### config.mk
export PLATFORM = sky130hd
export DESIGN_NAME = ram_bist
export DESIGN_NICKNAME = d
export VERILOG_FILES = /design/src/rtl/ram_bist.sv
export SDC_FILE = /design/constraint.sdc
export NUM_CORES = 1
export LEC_CHECK = 0
export BUFFER_PORTS_ARGS = -buffer_cell sky130_fd_sc_hd__clkbuf_2
export CAP_MARGIN = 20
export CORE_MARGIN = 5
export CORE_UTILIZATION = 34
export CTS_BUF_LIST = sky130_fd_sc_hd__clkbuf_4 sky130_fd_sc_hd__clkbuf_8 sky130_fd_sc_hd__clkbuf_16
export CTS_CLUSTER_SIZE = 8
export DETAILED_ROUTE_END_ITERATION = 10
export SLEW_MARGIN = 25
export SYNTH_ARGS = -nofsm -noshare
export SYNTH_HDL_FRONTEND = slang
export SYNTH_SLANG_ARGS = --single-unit
### constraint.sdc
create_clock -name clk -period 4.89 [get_ports clk]
set_clock_uncertainty 0.2 [all_clocks]
set_input_delay 0.978 -clock clk [delete_from_list [all_inputs] [get_ports clk]]
set_output_delay 0.978 -clock clk [all_outputs]
set_load 0.01 [all_outputs]
### src/rtl/ram_bist.sv
// ============================================================================
// ram_bist : write/read-back self test initiator for a single-port sync RAM
// Revision : 1.0
// ============================================================================
`default_nettype none

module ram_bist #(
  parameter int ADDR_WIDTH  = 10,
  parameter int DATA_WIDTH  = 32,
  parameter int DATA_MULT   = 2,
  parameter int DATA_OFFSET = 1
) (
  input  logic                  clk,
  input  logic                  rst,
  input  logic                  start,
  output logic [ADDR_WIDTH-1:0] ram_addr,
  output logic [DATA_WIDTH-1:0] ram_din,
  output logic                  ram_writeEn,
  output logic                  ram_read,
  input  logic [DATA_WIDTH-1:0] ram_dout,
  output logic                  busy,
  output logic                  done,
  output logic                  pass,
  output logic [ADDR_WIDTH:0]   err_count,
  output logic [ADDR_WIDTH-1:0] first_fail_addr,
  output logic [DATA_WIDTH-1:0] first_fail_data
);

  localparam logic [ADDR_WIDTH-1:0] c_LAST_ADDR = '1;

  typedef enum logic [2:0] {
    S_IDLE  = 3'd0,
    S_WRITE = 3'd1,
    S_READ  = 3'd2,
    S_DRAIN = 3'd3,
    S_DONE  = 3'd4
  } state_t;

  state_t                r_state;
  logic [ADDR_WIDTH-1:0] r_exp_addr;
  logic                  r_cmp_valid;
  logic                  w_mismatch;
  logic [ADDR_WIDTH:0]   w_err_next;

  function automatic logic [DATA_WIDTH-1:0] pattern(input logic [ADDR_WIDTH-1:0] a);
    return DATA_WIDTH'(a) * DATA_WIDTH'(DATA_MULT) + DATA_WIDTH'(DATA_OFFSET);
  endfunction

  // ram_dout reflects the read issued one edge earlier, tracked by r_exp_addr
  assign w_mismatch = r_cmp_valid && (ram_dout != pattern(r_exp_addr));
  assign w_err_next = err_count + (ADDR_WIDTH+1)'(w_mismatch);

  always_ff @(posedge clk or posedge rst) begin
    if (rst) begin
      r_state         <= S_IDLE;
      r_exp_addr      <= '0;
      r_cmp_valid     <= 1'b0;
      ram_addr        <= '0;
      ram_din         <= '0;
      ram_writeEn     <= 1'b0;
      ram_read        <= 1'b0;
      busy            <= 1'b0;
      done            <= 1'b0;
      pass            <= 1'b0;
      err_count       <= '0;
      first_fail_addr <= '0;
      first_fail_data <= '0;
    end else begin
      if (w_mismatch) begin
        err_count <= w_err_next;
        if (err_count == '0) begin
          first_fail_addr <= r_exp_addr;
          first_fail_data <= ram_dout;
        end
      end

      case (r_state)
        S_IDLE, S_DONE: begin
          if (start) begin
            r_state         <= S_WRITE;
            ram_addr        <= '0;
            ram_din         <= pattern('0);
            ram_writeEn     <= 1'b1;
            ram_read        <= 1'b0;
            busy            <= 1'b1;
            done            <= 1'b0;
            pass            <= 1'b0;
            err_count       <= '0;
            first_fail_addr <= '0;
            first_fail_data <= '0;
            r_cmp_valid     <= 1'b0;
          end
        end
        S_WRITE: begin
          if (ram_addr == c_LAST_ADDR) begin
            r_state     <= S_READ;
            ram_writeEn <= 1'b0;
            ram_read    <= 1'b1;
            ram_addr    <= '0;
          end else begin
            ram_addr <= ram_addr + 1'b1;
            ram_din  <= pattern(ram_addr + 1'b1);
          end
        end
        S_READ: begin
          r_exp_addr  <= ram_addr;
          r_cmp_valid <= 1'b1;
          if (ram_addr == c_LAST_ADDR) begin
            r_state  <= S_DRAIN;
            ram_read <= 1'b0;
          end else begin
            ram_addr <= ram_addr + 1'b1;
          end
        end
        S_DRAIN: begin
          r_state     <= S_DONE;
          r_cmp_valid <= 1'b0;
          busy        <= 1'b0;
          done        <= 1'b1;
          pass        <= (w_err_next == '0);
        end
        default: r_state <= S_IDLE;
      endcase
    end
  end

endmodule

`default_nettype wire

* Word-level counts from Yosys, hierarchy flattened *
Index checks and enable logic that the tools add are counted.

storage, ports and cells
  logic and storage cells = 76
  output and inout bits = 100
  bits in registers = 114

cells by class
  reduce and logical (&&, ||, !) cells = 16
  add/sub/neg operators = 4
  equality and inequality tests = 11
  multiplexer cells = 32

operators with widths
  operator                                       number
  two-way mux 32 bit                             6
  two-way mux 10 bit                             7
  one-hot mux 32 bit (2 select lines)            1
  two-way mux 11 bit                             3
  inequality test 32 x 12 -> 1 bit               1
  one-hot mux 10 bit (3 select lines)            1
  adder 11 x 1 -> 12 bit, second input constant  2
  logical NOT 11 bit                             2
  one-hot mux 3 bit (4 select lines)             1
  AND reduction 3 bit                            4
  adder 11 x 1 -> 11 bit                         1
  adder 10 x 1 -> 10 bit, second input constant  1
  == test 10 bit, second input constant          1
  inequality test 2 bit, second input constant   5
  two-way mux 3 bit                              3
  one-hot mux 1 bit (2 select lines)             4
  == test 3 x 2 -> 1 bit, second input constant  2
  one-hot mux 1 bit (3 select lines)             2
  nonzero test 3 bit                             2
  two-way mux 1 bit                              4
  AND reduction 2 bit                            2
  AND reduction 4 bit                            1
  nonzero test 2 bit                             2
  == test 3 x 1 -> 1 bit, second input constant  1
  4 further kinds                                4

* Logic depth before layout (Yosys ltp) *
  word-level depth = 7
  depth in mapped cells = 12
  gate-level depth less buffers = 11

* Least setup slack after synthesis *
Ideal clock, no wire load.

  path kind = input to register
  start point = input ram_dout[14]
  end point = register pass
  path slack = 0.737 ns
  arrival = 3.857 ns
  buffers on the path = 1
  required time = 4.595 ns
  cell stages on the path = 12
  path through = or4_1 -> or4_4 -> o41ai_4 -> buf_6 -> inv_4 -> ha_1 -> ha_1 -> and2_1 -> o21ai_0 -> and3_1 -> o21ai_0 -> o31ai_1

between the ends
  longest elaborated chain between the ends = 5

RTL lines
  element                             RTL line  source
  start, declared                     20        input logic [DATA_WIDTH-1:0] ram_dout,
  inequality test 32 x 12 -> 1 bit    50        assign w_mismatch = r_cmp_valid && (ram_dout != pattern(r_exp_addr));
  logical AND 1 bit                   50
  adder 11 x 1 -> 11 bit              51        assign w_err_next = err_count + (ADDR_WIDTH+1)'(w_mismatch);
  logical NOT 11 bit                  120       pass <= (w_err_next == '0);
  one-hot mux 1 bit (2 select lines)  77        case (r_state)
  end signal, assigned                120
  end, declared                       23        output logic pass,

No other way between the ends.
A chain may end at the register's enable or synchronous reset.

* Worst setup path after layout *
  start point = input ram_dout[11]
  end point = register pass

The elaborated chain is that of the path after synthesis.

==> flow_summary_export.csv <==
group,metric,value,unit
outcome,status,"finished clean",
drt,vias,3781,
setup_path,reg2reg_slack,1.62,ns
drt,vias_per_cell,4.90,
setup_path,worstPathMaxFanout,5,
power_and_ir_drop,p_leak,2.72,nW
sta,finalHoldViolations,0,
drt,avgRoutedWirePerCell,15.8,µm
floorplan,num_rows,42,
setup_path,start_kind,"input pin",
place,gp_congestion,0.860,
setup_path,slowest_delay,0.57,ns
sta,tns,0,ns
finish,area_growth,20.0,%
sta,drv_slew,0,
sta,worst_slack,0.919,ns
floorplan,dieHeight,127,µm
sta,rsz0062_at_grt,"no",
synth,syn_inst,488,
grt,antenna_found_initial,0,
synth,ys.warnings.count,0,
place,io_buffers,113,
sta,holdWs,0.279,ns
sta,max_freq,252,MHz
clock_network,post_cts_buffers,0,
power_and_ir_drop,peakVddDrop,0.299,mV
place,dp_hpwl,8.97,mm
flow_run,drv_cap,0,
synth,synth_cell_types,44,
sta,tightestPinTransition,0.977,ns
setup_path,r2r_cells,5,
clock_network,hold_buffers,0,
setup_path,crit_type,"in -> reg",
grt,grt_max_degree,65,
clock_network,clock-root-buffer,"clkbuf_16",
sta,slew_headroom,0.346,
floorplan,die_w,127,µm
grt,grt_pass1_vias,3815,
finish,num_antenna_cells,0,
grt,track_usage,0.154,
clock_network,cts_buffer_depth,2,
grt,grt_overflow,0,
synth,ys_seq_area_frac,0.497,
floorplan,core_area,13400,µm²
synth,avgSynthCellArea,9.60,µm²
clock_network,cts_tree,"built",
power_and_ir_drop,total_power,1.89,mW
floorplan,die_area,16200,µm²
drt,antenna_left,0,
power_and_ir_drop,powerDensity,336,nW/µm²
clock_network,clk_pin_slew_worst_paths,0.07,ns
min_path,holdPathStages,1,
synth,synth_seq_cells,93,
drt,totalWireLength,12.2,mm
clock_network,clk_latency,0.34,ns
min_path,holdCritPathClass,"reg -> reg",
drt,drtIter0Drc,262,
min_path,hold-path-endpoint,"ram_din[0]$_DFFE_PP0P_",
clock_network,cts_buffers,9,
finish,final_common_cell,"clkbuf_2",
clock_network,cts_resized,0,
setup_path,critPathSlowestCell,"or4b_1",
clock_network,clkSinkCount,93,
synth,synth.cell_area,4680,µm²
place,pre_cts_slack,0.542,ns
drt,drtPass1Iterations,4,
clock_network,htree_num_levels,3,
grt,grt_pass1_wl,20.0,mm
min_path,hold_start,"ram_din[0]$_DFFE_PP0P_",
setup_path,r2r-end,"first_fail_data[23]$_DFF_PP0_",
setup_path,reg2reg_from,"err_count[3]$_DFF_PP0_",
floorplan,start_util,0.350,
setup_path,arrival,4.02,ns
setup_path,cp_cell_sequence,"clkbuf_2, or4b_1, or4_4, o41ai_4, inv_4, ha_1, ha_1, and2_1, o21ai_0, and3_1, o21ai_0, o31ai_1",
floorplan,ios,135,
finish,drive_above_1_share,0.261,
setup_path,crit_required,4.94,ns
setup_path,crit_path_end_kind,"flip-flop",
sta,period_share,0.812,
finish,nets,628,
finish,final_cell_mix,"113 x clkbuf_2, 112 x nand2_1, 93 x dfrtp_1, 42 x mux2i_1, 34 x o21ai_0",
sta,layout_min_cycle_time,3.97,ns
drt,drc,0,
sta,setup_violations,0,
-- registers in the layout (all words and copies together) (netlist names) --
register / cells
err_count: 11
first_fail_data: 32
ram_addr: 10
ram_din: 11
ram_read: 1
r_state: 3
pass: 1
ram_writeEn: 1
r_exp_addr: 10
first_fail_addr: 10
r_cmp_valid: 1
done: 1
busy: 1
-- where the power goes --
part           internal [mW]  total [mW]  switching, mW
combinational          0.107       0.278          0.171
sequential             0.827       0.905         0.0777
clock                  0.409       0.707          0.298
total                   1.34        1.89          0.546
-- cell usage after synthesis --
library cell	n	share of area
nand2_1	112	0.090
dfrtp_1	93	0.50
mux2i_1	42	0.090
o21ai_0	34	0.036
buf_4	21	0.034
nand3_1	21	0.022
clkbuf_1	18	0.014
a21oi_1	17	0.018
nor2_1	17	0.014
xor2_1	15	0.028
mux2_2	10	0.024
nor4_1	8	0.011
or3_1	8	0.011
or4_1	8	0.013
inv_1	7	0.0056
xnor2_1	6	0.011
buf_2	5	0.0053
and2_1	4	0.0053
nand2b_1	4	0.0053
ha_1	3	0.0080
nand4_1	3	0.0040
nor3_1	3	0.0032
o31ai_1	3	0.0048
or3_2	3	0.0048
nand3b_1	2	0.0032
nor2b_1	2	0.0027
or2_2	2	0.0027
a21boi_0	1	0.0016
a21oi_2	1	0.0019
a22o_1	1	0.0019
a22oi_1	1	0.0016
a2bb2oi_1	1	0.0019
a31o_1	1	0.0019
a31oi_1	1	0.0013
and3_1	1	0.0013
buf_1	1	0.00080
buf_6	1	0.0024
conb_1	1	0.00080
inv_4	1	0.0013
o22ai_1	1	0.0013
o311a_1	1	0.0021
o41ai_4	1	0.0059
or4_4	1	0.0024
or4b_1	1	0.0021
-- logic make-up after synthesis --
kind of cell	Yosys count	share of synthesized area
AND/OR/NAND/NOR	200	0.197
flip-flops	93	0.497
AO/OA/AOI/OAI	64	0.0807
buffers and inverters	54	0.0636
multiplexers	52	0.114
XOR/XNOR	21	0.0393
adder cells (fa/ha/maj)	3	0.00801
other	1	0.000801
-- layer usage --
metal  track usage  vias up  routed length (µm)  part of all wire
met5             0        -                   0                 0
met1         0.208     1801                5540              0.46
met4        0.0372        0                 176             0.014
met3        0.0451       17                 696             0.057
li1              -     1834                   -                 -
met2         0.244      129                5740              0.47
-- how the worst max path moves through the flow --
stage,startpoint,to,slack (ns),cells past startpoint
floorplan,ram_dout[14],pass$_DFFE_PP0P_,0.74,12
global placement,ram_dout[11],pass$_DFFE_PP0P_,0.67,12
detailed placement,ram_dout[11],pass$_DFFE_PP0P_,0.54,12
CTS,ram_dout[11],pass$_DFFE_PP0P_,0.93,12
global route,ram_dout[11],pass$_DFFE_PP0P_,0.77,12
finish,ram_dout[11],pass$_DFFE_PP0P_,0.92,12
-- through the flow --
step	utilization	cells	area [µm²]
2_1_floorplan	-	508	4760
3_3_place_gp	0.397	755	5320
3_5_place_dp	0.397	755	5320
4_1_cts	0.420	771	5620
5_1_grt	0.420	771	5620
6_report	0.420	771	5620
-- cell type report --
type                       count  area, µm²
multi-input combinational    361       2140
tap                          176        220
inverter                       8       35.0
sequential                    93       2330
clock inverter                 6       61.3
fill                        1352       7780
timing repair buffer         117        596
clock buffer                  10        239
-- critical path, delay by kind of cell --
| family | cells | cell delay [ns] |
|---|---|---|
| AOI/OAI and AO/OA | 4 | 0.89 |
| adders and majority gates | 2 | 0.46 |
| buffers and inverters | 2 | 0.17 |
| and+or+nand+nor | 4 | 1.51 |
Power figures use the tool's default switching activity.
